--- src/rtl/inst_fetch_ctrl.sv ---
// inst_fetch_ctrl: PC sequencer feeding a 2-entry prefetch buffer from an async-read instruction ROM.
module inst_fetch_ctrl #(
    parameter int ADDR_W   = 6,
    parameter int DATA_W   = 32,
    parameter int RESET_PC = 0
) (
    input  logic                clk,
    input  logic                rst,
    input  logic                start,
    input  logic                stop,
    output logic [ADDR_W-1:0]   Inst_addr,
    input  logic [DATA_W-1:0]   Inst_code,
    input  logic                redirect_valid,
    input  logic [ADDR_W-1:0]   redirect_addr,
    output logic                inst_valid,
    input  logic                inst_ready,
    output logic [DATA_W-1:0]   inst_out,
    output logic [ADDR_W+1:0]   inst_pc,
    output logic                running,
    output logic [15:0]         fetch_count
);
    localparam logic IDLE = 1'b0;
    localparam logic RUN  = 1'b1;
    logic              state;
    logic [ADDR_W-1:0] pc, p0, p1;
    logic [DATA_W-1:0] d0, d1;
    logic [1:0]        count, left;
    logic              deq, enq;
    assign Inst_addr  = pc;
    assign running    = state;
    assign inst_valid = count != 2'd0;
    assign inst_out   = d0;
    assign inst_pc    = {p0, 2'b00};
    assign deq        = inst_valid & inst_ready;
    assign enq        = (state == RUN) & ~stop & ~redirect_valid & (count < 2'd2 | deq);
    assign left       = count - {1'b0, deq};
    always_ff @(posedge clk or posedge rst) begin
        if (rst) begin
            state       <= IDLE;
            pc          <= ADDR_W'(RESET_PC);
            count       <= '0;
            d0          <= '0;
            d1          <= '0;
            p0          <= '0;
            p1          <= '0;
            fetch_count <= '0;
        end else begin
            state <= stop ? IDLE : (start ? RUN : state);
            if (redirect_valid) begin
                pc    <= redirect_addr;
                count <= '0;
            end else begin
                count <= left + {1'b0, enq};
                if (deq) begin
                    d0 <= d1;
                    p0 <= p1;
                end
                // the new entry lands in the first slot left free after this cycle's dequeue
                if (enq) begin
                    pc          <= pc + 1'b1;
                    fetch_count <= fetch_count + 16'd1;
                    if (left == 2'd0) begin
                        d0 <= Inst_code;
                        p0 <= pc;
                    end else begin
                        d1 <= Inst_code;
                        p1 <= pc;
                    end
                end
            end
        end
    end
endmodule

--- config.mk ---
export PLATFORM = sky130hd
export DESIGN_NAME = inst_fetch_ctrl
export DESIGN_NICKNAME = d
export VERILOG_FILES = /design/src/rtl/inst_fetch_ctrl.sv
export SDC_FILE = /design/constraint.sdc
export NUM_CORES = 1
export LEC_CHECK = 0
export CAP_MARGIN = 10
export CORE_MARGIN = 5
export CORE_UTILIZATION = 30
export DETAILED_ROUTE_END_ITERATION = 10
export HOLD_SLACK_MARGIN = 0.03
export SLEW_MARGIN = 10
export SYNTH_ARGS = -nofsm -noshare
export SYNTH_HDL_FRONTEND = slang
export SYNTH_SLANG_ARGS = --single-unit
--- constraint.sdc ---
create_clock -name clk -period 4.1 [get_ports clk]
set_clock_uncertainty 0.1 [all_clocks]
set_input_delay 0.82 -clock clk [delete_from_list [all_inputs] [get_ports clk]]
set_output_delay 0.82 -clock clk [all_outputs]
set_load 0.1 [all_outputs]
Word-level counts from Yosys, hierarchy flattened
Index checks and enable logic that the tools add are counted.
{"block": "word_totals", "register_bits": 101, "output_inout_bits": 64, "word_cells": 38}
{"block": "classes", "addsub": 4, "magnitude_cmp": 1, "mux": 11, "bitwise_logic": 8, "reduce_logical": 6}
{"operator": "$mux 32", "n": 3}
{"operator": "$mux 6", "n": 5}
{"operator": "$add 16x1->16 const B", "n": 1}
{"operator": "$add 6x1->6 const B", "n": 1}
{"operator": "$reduce_bool 2->1", "n": 3}
{"operator": "$and 1x1->1", "n": 4}
{"operator": "$not 1->1", "n": 3}
{"operator": "$reduce_and 3->1", "n": 1}
{"operator": "$add 2x1->2", "n": 1}
{"operator": "$logic_not 2->1", "n": 1}
{"operator": "$lt 2x2->1 const B", "n": 1}
{"operator": "$mux 1", "n": 2}
{"operator": "$mux 2", "n": 1}
{"operator": "$reduce_and 2->1", "n": 1}
{"operator": "$sub 2x1->2", "n": 1}
{"operator": "$or 1x1->1", "n": 1}

Longest topological paths before layout
{"block": "depth", "word_depth": 6, "mapped_depth": 7, "depth_no_buf": 6}

Least setup slack after synthesis
OpenSTA, ideal clock, no wires.
{"block": "synth_path", "kind": "reg-to-reg", "start": "register count[1]", "end": "register d0[0], in the netlist inst_out[0]", "t_arrival_ns": 2.071, "slack_ns": 1.800, "path_stages_with_launch": 7, "path_buffers": 2, "period_less_slack_ns": 2.300, "path_cell_list": "dfrtp_1 or2_1 nor3b_2 buf_4 buf_6 mux2i_1 mux2i_1"}
{"block": "synth_between", "elab_chain_len": 6, "word_cells_on_any_way": 10}
{"element": "start, declared", "line_no": "27", "source": "logic [1:0] count, left;"}
{"element": "start signal, assigned", "line_no": "53", "source": "count <= left + {1'b0, enq};"}
{"element": "$reduce_bool 2->1 *", "line_no": "31", "source": "assign inst_valid = count != 2'd0;"}
{"element": "via inst_valid", "line_no": "15", "source": "output logic inst_valid,"}
{"element": "$and 1x1->1 *", "line_no": "34", "source": "assign deq = inst_valid & inst_ready;"}
{"element": "$sub 2x1->2", "line_no": "36", "source": "assign left = count - {1'b0, deq};"}
{"element": "$logic_not 2->1", "line_no": "62", "source": "if (left == 2'd0) begin"}
{"element": "$mux 32", "line_no": "62"}
{"element": "$mux 32 *", "line_no": "59", "source": "if (enq) begin"}
{"element": "end signal, assigned", "line_no": "63", "source": "d0 <= Inst_code;"}
{"element": "end, declared", "line_no": "26", "source": "logic [DATA_W-1:0] d0, d1;"}
Mark *: on every way through the listed nets, which the timed path passes. The rest lies on a longest branch.
A chain may end at the register's enable or synchronous reset.

Worst setup path in the final report
{"block": "layout_path", "start": "register count[1]", "end": "output inst_valid"}
{"block": "layout_between", "elab_chain_len": 1}
{"element": "$reduce_bool 2->1", "line_no": "31"}
{"element": "end, declared", "line_no": "15"}
Every way passes these cells.

==> results.md <==
- FP Rows: 45
- Core area: 15000 µm²
- Critical Path Fanout Max: 7
- Vias per cell: 4.56
- Clk_lat worst skew: 0.34 ns
- Place WS: between 1 and 1.5 ns
- Cts hold-fix bufs: 0
- Critical Path RT: 3.18 ns
- H-tree depth: 3
- Crit path kind: register to output port
- DRC Markers: 0
- Vias in the first global route: 3338
- Min Tclk post-route: approximately 3 ns
- Post-route clock period utilization: 0.736
- Lkg Pwr: 2.61 nW
- Setup bufs post-CTS: 0
- Finished Core Util: 0.400
- Via count: 3029
- Hold Vio Cnt, Final: 0
- Combinational power share: 0.389
- Area delta synth->final: 32.1%
- Status: finished clean
- Yosys reg bits: ~100
- Switching power: 0.00147 W
- Starting density of the core: 0.303
- IO Pins: 108
- Sequential share of power: 0.363
- Warnings from Yosys: 0
- Initial antenna violation count: 0
- Commonest non-fill, non-tap cell in the layout: clkdlybuf4s50_1
- Die ar.: 17800 µm²
- CP peak stage delay: between 1 and 1.5 ns
- Layout cells sized above 1: 0.139
- Internal power: 0.00194 W
- DR pass1 iterations: 4
- CP top delay family: buffers and inverters
- Port Buf Inserts: 105
- # clock sinks: 101
- Worst relative slew slack: 0.269
- Post-synthesis cell type count: 35
- FMAX: 331 MHz
- CTS root buffer: clkbuf_16
- Detail Route Antenna Nets: 0
- Syn Area/Cell: 12.4 µm²
- Largest net degree at the start of global routing: 76
- GRT Util Overall: 0.124
- Slew Limit Fails: 0
- Final wirelength: 10.3 mm
- Syn Inst Count: 368
- Die height: 133 µm
- DR WL/cell: 15.6 µm
- Reg2Reg Launch Point: count[1]
- CTS tree: done
- Area of the mapped netlist: around 4600 µm²
- Switch share: 0.432
- # resized after CTS: 0
- Clock-pin slew on the worst setup and hold paths: 0.07 ns
- Sequential fraction of the synthesis area: 0.554
- CP Capture Type: output port
- Critical Path AT: 2.10 ns
- Final number of setup-violating endpoints: 0
- Worst Tran Pin Value: 1.09 ns
- First-pass GRT wire length: 17.5 mm
- Grt ovf: 0
- Ordered cell list for the critical path: or2_1 > clkdlybuf4s50_1
- RSZ-0062 raised after global routing: false
- Ant diodes: 0
- Initial DRC Count: 89
- Crit path from: count[1]
- Nets: 518
- Max-cap violations: 0
- Hold crit path type: register to register
- Worst path buffer plus inverter count: 1
- Clock network power share: 0.248
- Worst IR Drop VDD: about 0.56 mV
- CTS Buf Count: 9
- Setup TNS: 0 ns
- DP HPWL: 6.90 mm
- Slowest cell on crit path: clkdlybuf4s50_1
- Commonest cells after routing, fill and taps aside: clkdlybuf4s50_1 (105), dfrtp_1 (101), nand2_1 (49)
- CP startpoint kind: register
- Die X-Extent: 133 µm
- GP Congestion: around 0.73
- P per Cell Area: between 500 and 600 nW/µm²
- CTS max path bufs: 2
- Hold Startpoint: fetch_count[15]
- Final setup margin: between 1 and 1.5 ns
## cells in the mapped netlist
library cell / n / share of area
buf_6: 11 / 0.027
and3_1: 2 / 0.0027
nor3b_2: 1 / 0.0027
nor3b_4: 1 / 0.0041
nor4b_1: 1 / 0.0019
o21ai_0: 24 / 0.026
clkbuf_1: 1 / 0.00082
buf_4: 4 / 0.0066
and3b_1: 1 / 0.0019
o21ai_1: 22 / 0.024
ha_1: 3 / 0.0082
nand2b_1: 3 / 0.0041
nand4_4: 1 / 0.0047
clkbuf_2: 2 / 0.0022
mux2i_1: 40 / 0.088
nor4_1: 1 / 0.0014
and4_1: 1 / 0.0019
nand4_1: 2 / 0.0027
mux2_2: 19 / 0.047
nand2_1: 49 / 0.040
inv_1: 6 / 0.0049
nand2_2: 1 / 0.0014
dfrtp_1: 101 / 0.55
conb_1: 1 / 0.00082
or2_1: 1 / 0.0014
nor2_1: 8 / 0.0066
buf_2: 2 / 0.0022
nor3b_1: 2 / 0.0033
mux2_4: 20 / 0.066
nor3_1: 6 / 0.0066
nand3_1: 7 / 0.0077
nor2b_1: 2 / 0.0027
nor4_2: 1 / 0.0027
xor2_1: 9 / 0.017
xnor2_1: 12 / 0.023
## cell families (layout without fill, tap and decap cells)
kind of cell | count (synthesis) | in the layout | share of synthesized area
AO/OA/AOI/OAI | 46 | 46 | 0.0505
XOR/XNOR | 21 | 21 | 0.0404
other | 1 | 2 | 0.000823
buffers and inverters | 26 | 133 | 0.0439
AND/OR/NAND/NOR | 91 | 91 | 0.101
adder cells (fa/ha/maj) | 3 | 3 | 0.00824
flip-flops | 101 | 101 | 0.554
multiplexers | 79 | 79 | 0.201
## path summary, 6_finish.rpt
kind | slack (ns) | to | cells past startpoint
setup / recovery | 1.08 | inst_valid | 2
hold / removal | 0.38 | fetch_count[15] | 1
setup reg to reg | 2.07 | inst_out[0] | 5
hold reg to reg | 0.38 | fetch_count[15] | 1
max in group asynchronous | 2.19 | p1[5] | 3
min in group asynchronous | 0.92 | d1[9] | 2
## flip-flops by register name (all words and copies together) (netlist names)
register and flops:
Inst_addr 6, count 2, d1 32, fetch_count 16
inst_out 32, p0 6, p1 6, running 1
## power by group through the flow
stage | sequential (W) | combinational (W) | clock [W]
after floorplan | 0.00204 | 0.000199 | 0
after global placement | 0.00125 | 0.00133 | 0
after detailed placement | 0.00125 | 0.00134 | 0
after CTS | 0.00124 | 0.00134 | 0.000895
after global routing | 0.00126 | 0.00138 | 0.000933
final | 0.00124 | 0.00133 | 0.000847
## routing by layer
layer | vias to the layer above | track usage | wire (µm)
li1 | 1462 | - | -
met1 | 1489 | 0.157 | 4740
met2 | 71 | 0.198 | 4890
met3 | 7 | 0.0491 | 613
met4 | 0 | 0.0314 | 101
met5 | - | 0 | 0
## cell type report
class,count,area (µm²)
Inverter,6,25.0
Fill cell,1405,9010
Timing Repair Buffer,111,1100
Clock buffer,12,246
Sequential cell,101,2530
Tap cell,188,235
Multi-Input combinational cell,242,1840
Clock inverter,4,47.5
## through the flow
stage | total power, W | std cells | hold slack, ns | area, µm²
final | 0.00341 | 664 | 0.382 | 6020
after global routing | 0.00357 | 664 | 0.411 | 6020
after CTS | 0.00348 | 664 | 0.388 | 6020
after detailed placement | 0.00259 | 648 | 0.379 | 5730
after global placement | 0.00258 | 648 | 0.365 | 5730
after floorplan | 0.00224 | 369 | 0.379 | 4560
No activity file was read; power rests on OpenSTA's default activity.
==> edit 1, RTL diff (same flow settings) <==
Put one more register stage on the output `fetch_count`, with the module's reset. The value now appears one clock later. The other outputs are not delayed to match.
--- a/src/rtl/inst_fetch_ctrl.sv
+++ b/src/rtl/inst_fetch_ctrl.sv
@@ -21,6 +21,8 @@
 );
     localparam logic IDLE = 1'b0;
     localparam logic RUN  = 1'b1;
+
+    logic [15:0] fetch_count_s0;
     logic              state;
     logic [ADDR_W-1:0] pc, p0, p1;
     logic [DATA_W-1:0] d0, d1;
@@ -43,7 +45,7 @@
             d1          <= '0;
             p0          <= '0;
             p1          <= '0;
-            fetch_count <= '0;
+            fetch_count_s0 <= '0;
         end else begin
             state <= stop ? IDLE : (start ? RUN : state);
             if (redirect_valid) begin
@@ -58,7 +60,7 @@
                 // the new entry lands in the first slot left free after this cycle's dequeue
                 if (enq) begin
                     pc          <= pc + 1'b1;
-                    fetch_count <= fetch_count + 16'd1;
+                    fetch_count_s0 <= fetch_count_s0 + 16'd1;
                     if (left == 2'd0) begin
                         d0 <= Inst_code;
                         p0 <= pc;
@@ -70,5 +72,13 @@
             end
         end
     end
+    always_ff @(posedge clk or posedge rst) begin
+        if (rst) begin
+            fetch_count <= '0;
+        end else begin
+            fetch_count <= fetch_count_s0;
+        end
+    end
+
 endmodule
 
Check against the original RTL: not equivalent (Yosys sat finds a counterexample within 4 cycles, from zero or initial values and one cycle with rst high).
==> edit 1 against the unedited design <==
Setup slack lost 0.12 ns; routed wire length is 6.8% higher; total power rose by 20%; sequential cell count is 16 higher; synthesized cell count grew 3.0%; first-iteration DRC count increased by 110%; area after synthesis rose by 7.1%; register-to-register slack got worse by 0.56 ns; cell area increased by 12%; critical endpoint unchanged; largest power group is now the clock network.
==> edit 1: results (changes against the unedited design) <==
- Actual slew at the worst max-slew pin: 1.06 ns (-0.0309 ns)
- Vias in the first global route: 3400 (+1.9%)
- Vias per cell: 4.43 (-2.9%)
- Worst Path Max Fanout: 6 (-1)
- FF/Latch Area: 2930 µm² (+16%)
- ClkCell Share: 0.0848 (+0.0359)
- Dpl hpwl: 7250 µm (+5.1%)
- Plain + repair buffers: 112 (+0.90%)
- Post-synthesis sequential area ratio: 0.600 (+0.0451)
- Fill count: 1525 (+8.5%)
- Inverter count: 1 (-5)
- Cts bufs inserted: 17 (+8)
- DRT iter0 DRCs: 186 (+110%)
- Worst ir drop on vdd: 0.333 mV (-40%)
- Status: finished, final reports clean
- Fraction of area in non-clock buffers: 0.164 (-0.0177)
- Clock group: 1.42 mW (+68%)
- Multi-input gates: 239 (-1.2%)
- Leak pwr: 2.91 nW (+11%)
- Distinct cell type count of the synthesized netlist: 36 (+2.9%)
- GPL Wtd Cong: 0.757 (+4.4%)
- Post-synth top cells: dfrtp_1, nand2_1, o21ai_0, mux2i_1, mux2_4
- Clk sinks: 117 (+16%)
- Multi-input combinational area share: 0.274 (-0.0323)
- Post-Route WL: 11100 µm (+6.8%)
- Cell count after synthesis: 379 (+3.0%)
-- edit 1: changes by cell type after synthesis, sizes merged, moves of 3 or more --
cell,delta
dfrtp,+16
xnor2,+6
xor2,-6
inv,-5
clkbuf,+4
nor2,-3
nor2b,+3
nor3,-3
nor3b,-3
-- edit 1: final timing paths --
check | start | depth (start not counted) | slack [ns] | endpoint
max in group asynchronous | rst | 3 | 2.16 | d1[30]
worst min register to register | fetch_count_s0[15] | 0 | 0.30 | fetch_count[15]
worst max-delay path | count[1] | 2 | 0.96 | inst_valid
min in group asynchronous | rst | 2 | 0.83 | inst_out[4]
worst min-delay path | fetch_count_s0[15] | 0 | 0.30 | fetch_count[15]
worst max register to register | count[1] | 5 | 1.51 | d1[31]
-- edit 1: layer usage --
| layer | routed length (µm) | GRT usage | vias to the layer above |
|---|---|---|---|
| met1 | 5000 | 0.161 | 1563 |
| met5 | 0 | 0 | - |
| met2 | 5250 | 0.198 | 74 |
| li1 | - | - | 1522 |
| met4 | 168 | 0.0532 | 0 |
| met3 | 632 | 0.0387 | 16 |
-- edit 1: kinds of logic (layout without fill, tap and decap cells) --
group | Yosys count | after routing | share of synthesized area
simple gates | 89 | 89 | 0.0912
flops | 117 | 117 | 0.600
xor+xnor | 21 | 21 | 0.0377
compound gates | 45 | 45 | 0.0474
mux | 79 | 79 | 0.187
buf+inv | 24 | 145 | 0.0284
fa+ha+maj | 3 | 3 | 0.00769
other cells | 1 | 2 | 0.000768
-- edit 1: metrics by stage --
step	setup WS (ns)	power, mW	area, µm²	utilization	hold slack (ns)
floorplan	0.0792	2.37	4890	-	0.273
global placement	0.831	2.70	6150	0.385	0.291
detailed placement	0.737	2.71	6150	0.385	0.296
CTS	0.926	4.17	6720	0.421	0.310
global route	0.869	4.28	6720	0.421	0.317
finish	0.963	4.11	6720	0.421	0.305
==> edit 2, RTL diff (same flow settings) <==
Without the edit above. Change the parameter `DATA_W` from 32 to 64.
--- a/src/rtl/inst_fetch_ctrl.sv
+++ b/src/rtl/inst_fetch_ctrl.sv
@@ -1,7 +1,7 @@
 // inst_fetch_ctrl: PC sequencer feeding a 2-entry prefetch buffer from an async-read instruction ROM.
 module inst_fetch_ctrl #(
     parameter int ADDR_W   = 6,
-    parameter int DATA_W   = 32,
+    parameter int DATA_W   = 64,
     parameter int RESET_PC = 0
 ) (
     input  logic                clk,
Interface: changed (resized Inst_code and inst_out); port bits go from 108 to 172. The function was not compared with the original's and may differ.
==> edit 2 against the unedited design <==
Total power rose by 67%; fmax decreased by 5.2%; sequential power up 60%; area after synthesis is 53% higher; sequential cell count rose by 64; setup slack lost 0.17 ns; combinational power grew 51%; cell area increased by 62%; first-iteration DRC count increased to 2.7 times the old value; core utilization up 2.7 points; count of clock-buffer cells in the layout rose by 6; worst hold slack got worse by 0.0038 ns; routed wire length up 57%; critical endpoint unchanged.
==> edit 2: results (changes against the unedited design) <==
- Status: finished, final reports clean
- Post-synthesis sequential area ratio: 0.590 (+0.0360)
- Depth of the worst register-to-register path: 5 (unchanged)
- Post-CTS Resized: 0 (unchanged)
- Cts bufs inserted: 17 (+8)
- Hold Path Sink: fetch_count[15]
- Ys Warns: 0 (unchanged)
- Post-route setup slack: 0.917 ns (-0.167 ns)
- Post-Route WL: 16200 µm (+57%)
- Worst stage delay on the critical path: 1.16 ns (+0.02 ns)
- Hold Crit Class: reg2reg
- Fin Setup TNS: 0 ns (unchanged)
- # placed instances: 1023 (+58%)
- R2r endpoint: p1[3]
- Worst EP arrival: 2.26 ns (+0.16 ns)
- Pre-CTS setup slack: 0.736 ns (-0.266 ns)
- GPL Wtd Cong: 0.717 (-1.2%)
- Synthesized area per cell: 12.4 µm² (-0.25%)
- Post-synth top cells: dfrtp_1, nand2_1, o21ai_0, mux2i_1, mux2_1
- Share of layout cells above drive strength 1: 0.0674 (-0.0713)
- Critical path's top delay family: buffers and inverters
- Routed wire per std cell: 15.4 µm (-1.3%)
- Root Buffer: clkbuf_16
- Buffers on Ports: 169 (+61%)
- Worst Path Max Fanout: 6 (-1)
- Worst skew pair latency: 0.42 ns (+0.08 ns)
- Worst ir drop on vdd: 0.314 mV (-44%)
- Post-CTS setup buffer count: 0 (unchanged)
- Slew HR: 0.277 (+0.00756)
- Area contributors post-synth: dfrtp_1, mux2_1, mux2i_1, o21ai_0, nand2_1
- First-pass DRT Iterations: 4 (unchanged)
- N_diodes: 0 (unchanged)
- Worst path slowest cell: clkdlybuf4s50_1
- Flop2flop setup slack: 1.54 ns (-0.53 ns)
- Vias in the first global route: 4908 (+47%)
- Largest net degree at the start of global routing: 92 (+21%)
- Post-Place Cell Area: 9100 µm² (+59%)
- MaxCap Viol Count: 0 (unchanged)
- Pint: 3.35 mW (+72%)
- Dpl hpwl: 10900 µm (+59%)
- Clk buf depth: 2 (unchanged)
- Final hold slack: 0.378 ns (-0.00376 ns)
- Max-slew violation count: 0 (unchanged)
- Vias per cell: 4.46 (-2.2%)
- Leak pwr: 4.12 nW (+57%)
- Hold path start: fetch_count[15]
- Ys async rst share: 1.00 (unchanged)
- Total GRT Usage: 0.127 (+0.00299)
- Distinct cell type count of the synthesized netlist: 33 (-5.7%)
- CTS H-tree depth: 4 (+1)
- Worst-path clk slew: 0.07 ns (about the same)
- Nets@finish: 808 (+56%)
- DRT iter0 DRCs: 241 (+170%)
- First-pass GRT wire length: 26900 µm (+53%)
==> edit 2: cells by family (layout without fill, tap and decap cells) <==
| group | count (synthesis) | count (layout) | share of synthesized area |
|---|---|---|---|
| compound gates | 77 | 77 | 0.0560 |
| xor+xnor | 21 | 21 | 0.0263 |
| fa+ha+maj | 3 | 3 | 0.00537 |
| buf+inv | 37 | 212 | 0.0243 |
| flops | 165 | 165 | 0.590 |
| mux | 143 | 143 | 0.217 |
| other cells | 1 | 2 | 0.000536 |
| simple gates | 119 | 119 | 0.0796 |
==> edit 2: how the worst max path moves through the flow <==
stage / startpoint / end / depth (start not counted)
2_1_floorplan: rst / Inst_addr[0] / 1
3_3_place_gp: inst_ready / d1[54] / 6
3_5_place_dp: inst_ready / p1[3] / 6
4_1_cts: count[1] / inst_valid / 2
5_1_grt: count[1] / inst_valid / 2
6_report: count[1] / inst_valid / 2
==> edit 2: power by group through the flow <==
stage / registers [mW] / clock network, mW / logic, mW
finish: 1.98 / 1.73 / 2.01
global route: 2.01 / 1.84 / 2.09
CTS: 1.98 / 1.78 / 2.03
detailed placement: 2.01 / 0 / 2.02
global placement: 2.01 / 0 / 2.02
floorplan: 3.23 / 0 / 0.253
==> edit 2: per-layer routing <==
layer	routed length, µm	global-route usage
met5	0	0
met2	7360	0.192
met4	120	0.0309
met3	954	0.0385
met1	7790	0.178
==> edit 2: area by class of cell <==
type | count | area [µm²]
repair buffers | 179 | 1850
clock inverters | 14 | 199
clock buffers | 18 | 429
flip-flops and latches | 165 | 4130
well taps | 313 | 392
inverters | 1 | 7.51
multi-input cells | 365 | 2720
fillers | 2153 | 13100
